$ cat src/rtl/game_pkg.sv
// Shared game types: FSM states, per-car state record, winner codes and the
// 16-direction cosine table used by the physics update.
package game_pkg;

  localparam int POS_W     = 10;
  localparam int SPD_W     = 4;
  localparam int MAX_SPEED = 15;
  localparam int FRICTION  = 1;

  typedef enum logic [1:0] {
    ST_IDLE   = 2'd0,
    ST_RACE   = 2'd1,
    ST_FINISH = 2'd2
  } state_e;

  typedef struct packed {
    logic [POS_W-1:0] x;
    logic [POS_W-1:0] y;
    logic [SPD_W-1:0] speed;
    logic [3:0]       heading;
  } car_t;

  localparam logic [1:0] WIN_NONE = 2'd0;
  localparam logic [1:0] WIN_CAR1 = 2'd1;
  localparam logic [1:0] WIN_CAR2 = 2'd2;
  localparam logic [1:0] WIN_TIE  = 2'd3;

  // cos(heading * 22.5 deg) scaled by 8; heading 0 points along +x
  function automatic logic signed [4:0] cos_lut(input logic [3:0] idx);
    logic signed [4:0] c;
    case (idx)
      4'd0:    c = 5'sd8;
      4'd1:    c = 5'sd7;
      4'd2:    c = 5'sd6;
      4'd3:    c = 5'sd3;
      4'd4:    c = 5'sd0;
      4'd5:    c = -5'sd3;
      4'd6:    c = -5'sd6;
      4'd7:    c = -5'sd7;
      4'd8:    c = -5'sd8;
      4'd9:    c = -5'sd7;
      4'd10:   c = -5'sd6;
      4'd11:   c = -5'sd3;
      4'd12:   c = 5'sd0;
      4'd13:   c = 5'sd3;
      4'd14:   c = 5'sd6;
      default: c = 5'sd7;
    endcase
    return c;
  endfunction

endpackage

$ cat src/rtl/track_pkg.sv
// Track geometry: position clamp, finish line and car start positions.
package track_pkg;

  localparam int POS_MAX  = 1023;
  localparam int FINISH_X = 600;
  localparam int CAR1_X0  = 40;
  localparam int CAR1_Y0  = 200;
  localparam int CAR2_X0  = 40;
  localparam int CAR2_Y0  = 240;

endpackage

$ cat src/rtl/car_physics.sv
// Combinational one-frame physics step for a single car; passes the car
// through unchanged when not enabled.
module car_physics
  import game_pkg::*;
  import track_pkg::*;
(
  input  car_t       car_i,
  input  logic [2:0] acc_i,
  input  logic [1:0] omega_i,
  input  logic       enable_i,
  output car_t       car_o
);

  logic signed [5:0]  spd_sum;
  logic [SPD_W-1:0]   speed_n;
  logic [3:0]         heading_n;
  logic signed [15:0] spd_ext;
  logic signed [15:0] cos_ext;
  logic signed [15:0] sin_ext;
  logic signed [15:0] dx;
  logic signed [15:0] dy;
  logic signed [16:0] x_sum;
  logic signed [16:0] y_sum;

  function automatic logic [POS_W-1:0] clamp_pos(input logic signed [16:0] v);
    logic [POS_W-1:0] r;
    if (v < 17'sd0)
      r = '0;
    else if (v > $signed(17'(POS_MAX)))
      r = POS_W'(POS_MAX);
    else
      r = v[POS_W-1:0];
    return r;
  endfunction

  always_comb begin
    spd_sum = $signed({2'b00, car_i.speed}) + $signed({3'b000, acc_i});
    if (acc_i == 3'd0)
      spd_sum = spd_sum - $signed(6'(FRICTION));

    if (spd_sum < 6'sd0)
      speed_n = '0;
    else if (spd_sum > $signed(6'(MAX_SPEED)))
      speed_n = SPD_W'(MAX_SPEED);
    else
      speed_n = spd_sum[SPD_W-1:0];

    case (omega_i)
      2'b01:   heading_n = car_i.heading + 4'd1;
      2'b10:   heading_n = car_i.heading - 4'd1;
      default: heading_n = car_i.heading;
    endcase

    // displacement uses the pre-update speed and heading
    spd_ext = $signed({12'b0, car_i.speed});
    cos_ext = cos_lut(car_i.heading);
    sin_ext = cos_lut(car_i.heading - 4'd4);
    dx      = (spd_ext * cos_ext) >>> 3;
    dy      = (spd_ext * sin_ext) >>> 3;
    x_sum   = $signed({7'b0, car_i.x}) + dx;
    y_sum   = $signed({7'b0, car_i.y}) + dy;

    car_o = car_i;
    if (enable_i) begin
      car_o.speed   = speed_n;
      car_o.heading = heading_n;
      car_o.x       = clamp_pos(x_sum);
      car_o.y       = clamp_pos(y_sum);
    end
  end

endmodule

$ cat src/rtl/game_control.sv
// Game FSM (IDLE/RACE/FINISH) and per-car state registers, advanced once per
// synchronized rising edge of the render strobe.
module game_control
  import game_pkg::*;
  import track_pkg::*;
(
  input  logic             i_clk,
  input  logic             i_rst_n,
  input  logic             i_render_clk,
  input  logic             i_next_state,
  input  logic [2:0]       i_car1_acc,
  input  logic [2:0]       i_car2_acc,
  input  logic [1:0]       i_car1_omega,
  input  logic [1:0]       i_car2_omega,
  output logic [1:0]       o_state,
  output logic             o_frame_tick,
  output logic [POS_W-1:0] o_car1_x,
  output logic [POS_W-1:0] o_car1_y,
  output logic [POS_W-1:0] o_car2_x,
  output logic [POS_W-1:0] o_car2_y,
  output logic [SPD_W-1:0] o_car1_speed,
  output logic [SPD_W-1:0] o_car2_speed,
  output logic [3:0]       o_car1_heading,
  output logic [3:0]       o_car2_heading,
  output logic [1:0]       o_winner
);

  localparam car_t CAR1_RST = '{x: POS_W'(CAR1_X0), y: POS_W'(CAR1_Y0),
                                speed: '0, heading: '0};
  localparam car_t CAR2_RST = '{x: POS_W'(CAR2_X0), y: POS_W'(CAR2_Y0),
                                speed: '0, heading: '0};

  logic   render_s1_q, render_s2_q, render_s3_q;
  logic   tick;
  logic   tick_q;
  state_e state_q;
  logic [1:0] winner_q;
  car_t   car1_q, car2_q;
  car_t   car1_d, car2_d;
  logic   race_en;
  logic   car1_fin, car2_fin;

  assign tick     = render_s2_q & ~render_s3_q;
  assign race_en  = (state_q == ST_RACE);
  assign car1_fin = (car1_d.x >= POS_W'(FINISH_X));
  assign car2_fin = (car2_d.x >= POS_W'(FINISH_X));

  car_physics u_car1 (
    .car_i    (car1_q),
    .acc_i    (i_car1_acc),
    .omega_i  (i_car1_omega),
    .enable_i (race_en),
    .car_o    (car1_d)
  );

  car_physics u_car2 (
    .car_i    (car2_q),
    .acc_i    (i_car2_acc),
    .omega_i  (i_car2_omega),
    .enable_i (race_en),
    .car_o    (car2_d)
  );

  always_ff @(posedge i_clk or negedge i_rst_n) begin
    if (!i_rst_n) begin
      render_s1_q <= 1'b0;
      render_s2_q <= 1'b0;
      render_s3_q <= 1'b0;
      tick_q      <= 1'b0;
      state_q     <= ST_IDLE;
      winner_q    <= WIN_NONE;
      car1_q      <= CAR1_RST;
      car2_q      <= CAR2_RST;
    end else begin
      render_s1_q <= i_render_clk;
      render_s2_q <= render_s1_q;
      render_s3_q <= render_s2_q;
      tick_q      <= tick;
      if (tick) begin
        case (state_q)
          ST_IDLE: begin
            car1_q <= CAR1_RST;
            car2_q <= CAR2_RST;
            if (i_next_state) begin
              state_q  <= ST_RACE;
              winner_q <= WIN_NONE;
            end
          end
          ST_RACE: begin
            car1_q <= car1_d;
            car2_q <= car2_d;
            // winner code bits line up with {car2, car1} crossing
            if (car1_fin || car2_fin) begin
              state_q  <= ST_FINISH;
              winner_q <= {car2_fin, car1_fin};
            end
          end
          ST_FINISH: begin
            if (i_next_state) begin
              state_q  <= ST_IDLE;
              winner_q <= WIN_NONE;
              car1_q   <= CAR1_RST;
              car2_q   <= CAR2_RST;
            end
          end
          default: state_q <= ST_IDLE;
        endcase
      end
    end
  end

  assign o_state        = state_q;
  assign o_frame_tick   = tick_q;
  assign o_winner       = winner_q;
  assign o_car1_x       = car1_q.x;
  assign o_car1_y       = car1_q.y;
  assign o_car2_x       = car2_q.x;
  assign o_car2_y       = car2_q.y;
  assign o_car1_speed   = car1_q.speed;
  assign o_car2_speed   = car2_q.speed;
  assign o_car1_heading = car1_q.heading;
  assign o_car2_heading = car2_q.heading;

endmodule

$ cat config.mk
export PLATFORM = sky130hd
export DESIGN_NAME = game_control
export DESIGN_NICKNAME = d
export VERILOG_FILES = /design/src/rtl/game_pkg.sv /design/src/rtl/track_pkg.sv /design/src/rtl/car_physics.sv /design/src/rtl/game_control.sv
export SDC_FILE = /design/constraint.sdc
export NUM_CORES = 1
export LEC_CHECK = 0
export BUFFER_PORTS_ARGS = -buffer_cell sky130_fd_sc_hd__clkbuf_2
export CORE_ASPECT_RATIO = 1.4
export CORE_MARGIN = 4
export CORE_UTILIZATION = 40
export CTS_CLUSTER_DIAMETER = 40
export DETAILED_ROUTE_END_ITERATION = 10
export HOLD_SLACK_MARGIN = 0.03
export PLACE_DENSITY = 0.59
export SLEW_MARGIN = 10
export SYNTH_ARGS = -nofsm -noshare
export SYNTH_HDL_FRONTEND = slang
export SYNTH_SLANG_ARGS = --single-unit
$ cat constraint.sdc
create_clock -name i_clk -period 6.9 [get_ports i_clk]
set_clock_uncertainty 0.15 [all_clocks]
set_input_delay 0 -clock i_clk [delete_from_list [all_inputs] [get_ports i_clk]]
set_output_delay 0 -clock i_clk [all_outputs]
set_load 0.02 [all_outputs]
==> flow_summary_export.csv <==
group,metric,value,unit
yosys,ys_seq_area_share,18.78,%
worst_setup_path,worstPathMaxFanout,9,
placement,hpwl,16870,um
global_route,grt.overflow.total,0,
finish,fin_nets,1333,
hold_path,worstHoldStart,"i_car1_acc[0]",
yosys,synthArstFlopShare,100.0,%
yosys,netlist_instances,1019,
global_route,met3_usage,1.608,%
floorplanning,row_count,63,
placement,place_inst,1370,
global_route,antenna_found_initial,0,
route,drt_iter0_drc,329,
clock_network,cts_buffers,9,
global_route,use_met1,20.62,%
route,drc,0,
route,ant_nets,0,
sta,fmax,149.3,MHz
global_route,grt-busiest-layer,"met2",
sta,min_period_over_period,97.05,%
yosys,synth_edf_count,0,
finish,final_common_cell,"ha_1",
hold_path,min_path_type,"primary input to flop",
clock_network,clk_path_buf_depth,2,
yosys,ys_seq_elements,64,
floorplanning,die_h,181.5,um
yosys,synthFlopType,"dfrtp_1",
worst_setup_path,reg2regPathDepth,24,
clock_network,htreeDepth,3,
floorplanning,die-area,0.02394,mm^2
yosys,avgSynthCellArea,8.439,um^2
hold_path,min_to,"o_car1_speed[0]",
hold_path,hold_path_depth,5,
finish,area.growth.synth_to_final,17.95,%
worst_setup_path,reg2reg_from,"o_car1_heading[0]",
worst_setup_path,worstSetupEndpointType,"flop",
global_route,grtUsageTotal,18.10,%
floorplanning,num_io_pins,75,
finish,final_cell_mix,"140 x ha_1, 131 x inv_1, 87 x nand2_1",
yosys,yosysUniqueCellTypes,82,
route,vias,7506,
route,viasPerCell,5.342,
placement,gp_congestion,0.8559,
sta,period_needed,6696,ps
clock_network,cts_tree,"yes",
worst_setup_path,ff2ff_setup_slack,200,ps
yosys,ys_warn_count,0,
worst_setup_path,cp-start-kind,"flop",
worst_setup_path,required,6960,ps
finish,drive_gt1_share,18.43,%
yosys,syn_nets,1212,
worst_setup_path,crit_arrival,6760,ps
route,wl_per_cell,15.29,um
global_route,grt_pass1_vias,7739,
flow_run,drv_cap,0,
floorplanning,initial_core_util,40.56,%
worst_setup_path,r2r-end,"o_state[0]",
sta,relSlewSlack,42.23,%
global_route,grt_pass1_wl,36310,um
global_route,grt_max_degree,65,
floorplanning,core_area,0.02120,mm^2
sta,max_slew.worst_pin.slew,866.5,ps
global_route,grt_util_met2,35.66,%
yosys,netlist_area,0.008599,mm^2
route,routed_wl,21480,um
placement,port_buffers,74,
route,drt_first_pass_iters,5,
floorplanning,die_w,131.9,um
clock_network,path_clk_slew,60,ps
finish,insertedDiodeCount,0,
clock_network,cts_sinks,64,
run_status,outcome,"finished clean",
sta,slew_viol_final,0,
worst_setup_path,crit_type,"flop to flop",
clock_network,clock_latency,330,ps
finish,layout.cells.non_filler,1405,
clock_network,clockRootBuffer,"clkbuf_16",
sta,hold_viol_final,0,
sta,setup_viol,0,
[timing repair]
item                                    CTS  global route
buffers inserted                          1             3
hold buffers                             15             0
endpoints found under the hold margin    64             0
pin swaps                                 0             3
endpoints found under the setup margin    1             9
gates resized for setup                   4            19
[state kept, by name (all words and copies together) (netlist names), 4 cells and up]
name and cells:
o_car1_heading 4, o_car2_x 10, o_car1_speed 4, o_car1_y 10, o_car2_heading 4, o_car2_y 10
o_car1_x 10, o_car2_speed 4
[kinds of logic after synthesis]
family	Yosys count	synth area share, %
flops	64	18.78
buf+inv	158	6.926
fa+ha+maj	179	29.19
compound gates	277	20.85
mux	12	2.153
xor+xnor	64	6.606
simple gates	265	15.50
[critical path, stage by stage (launching register included)]
cell	delay (ps)
dfrtp_2	400
buf_4	170
ha_1	200
mux4_2	500
nand2_1	110
fa_1	450
fa_1	540
fa_1	560
inv_1	70
fa_2	420
a211oi_2	240
buf_4	150
or4b_4	120
o2111ai_4	200
buf_6	200
ha_1	320
nor2b_1	80
nor3_2	140
or4b_4	500
nand2_2	130
mux2i_4	240
o21ai_1	120
o21ai_2	130
a21boi_2	110
a221o_1	330
[metrics by stage]
stage	TNS [ps]	hold slack (ps)	setup WS, ps	area, um^2	util [%]
3_3_place_gp	0	-38.30	1.790	9528	44.93
2_1_floorplan	0	-445.6	8.661	8631	-
3_5_place_dp	-77.06	-36.85	-77.06	9528	44.93
6_report	0	48.15	203.6	10140	47.84
4_1_cts	0	39.39	1.758	10050	47.38
5_1_grt	-43.75	100.8	-43.75	10140	47.84
[cell type report]
cell class	instances	area (um^2)
repair buffers	132	847.1
flip-flops and latches	64	1619
well taps	260	325.3
clock buffers	10	229.0
inverters	136	510.5
fillers	2055	11060
multi-input cells	797	6505
clock inverters	6	107.6
[cells in the mapped netlist, drive strengths merged (20+ instances only)]
master	instances	share of area, %
a21o	25	2.2
a21oi	92	5.4
and2	30	2.2
clkbuf	20	0.87
dfrtp	53	15
fa	36	8.4
ha	143	21
inv	135	5.9
nand2	88	3.9
nor2	60	2.6
o21ai	68	4.0
xnor2	41	4.2
xor2	23	2.4
[worst max path at each step]
stage	cells after the start	end	slack, ps	start
global route	24	o_state[0]	-40	o_car1_heading[0]
CTS	24	o_state[0]	2	o_car1_heading[0]
detailed placement	25	o_state[0]	-80	o_car1_heading[0]
finish	24	o_state[0]	200	o_car1_heading[0]
floorplan	22	o_state[0]	9	o_car1_heading[0]
global placement	26	o_state[0]	2	o_car1_heading[0]
[metal layers]
metal  wire [um]  vias to the layer above
met5           0                        -
met4         397                        0
met3         410                       29
met2       11590                       99
met1        9082                     3613
li1            -                     3765
Power is not shown: default switching activity piles up to over one toggle a cycle in this logic, so the estimate is an artifact.
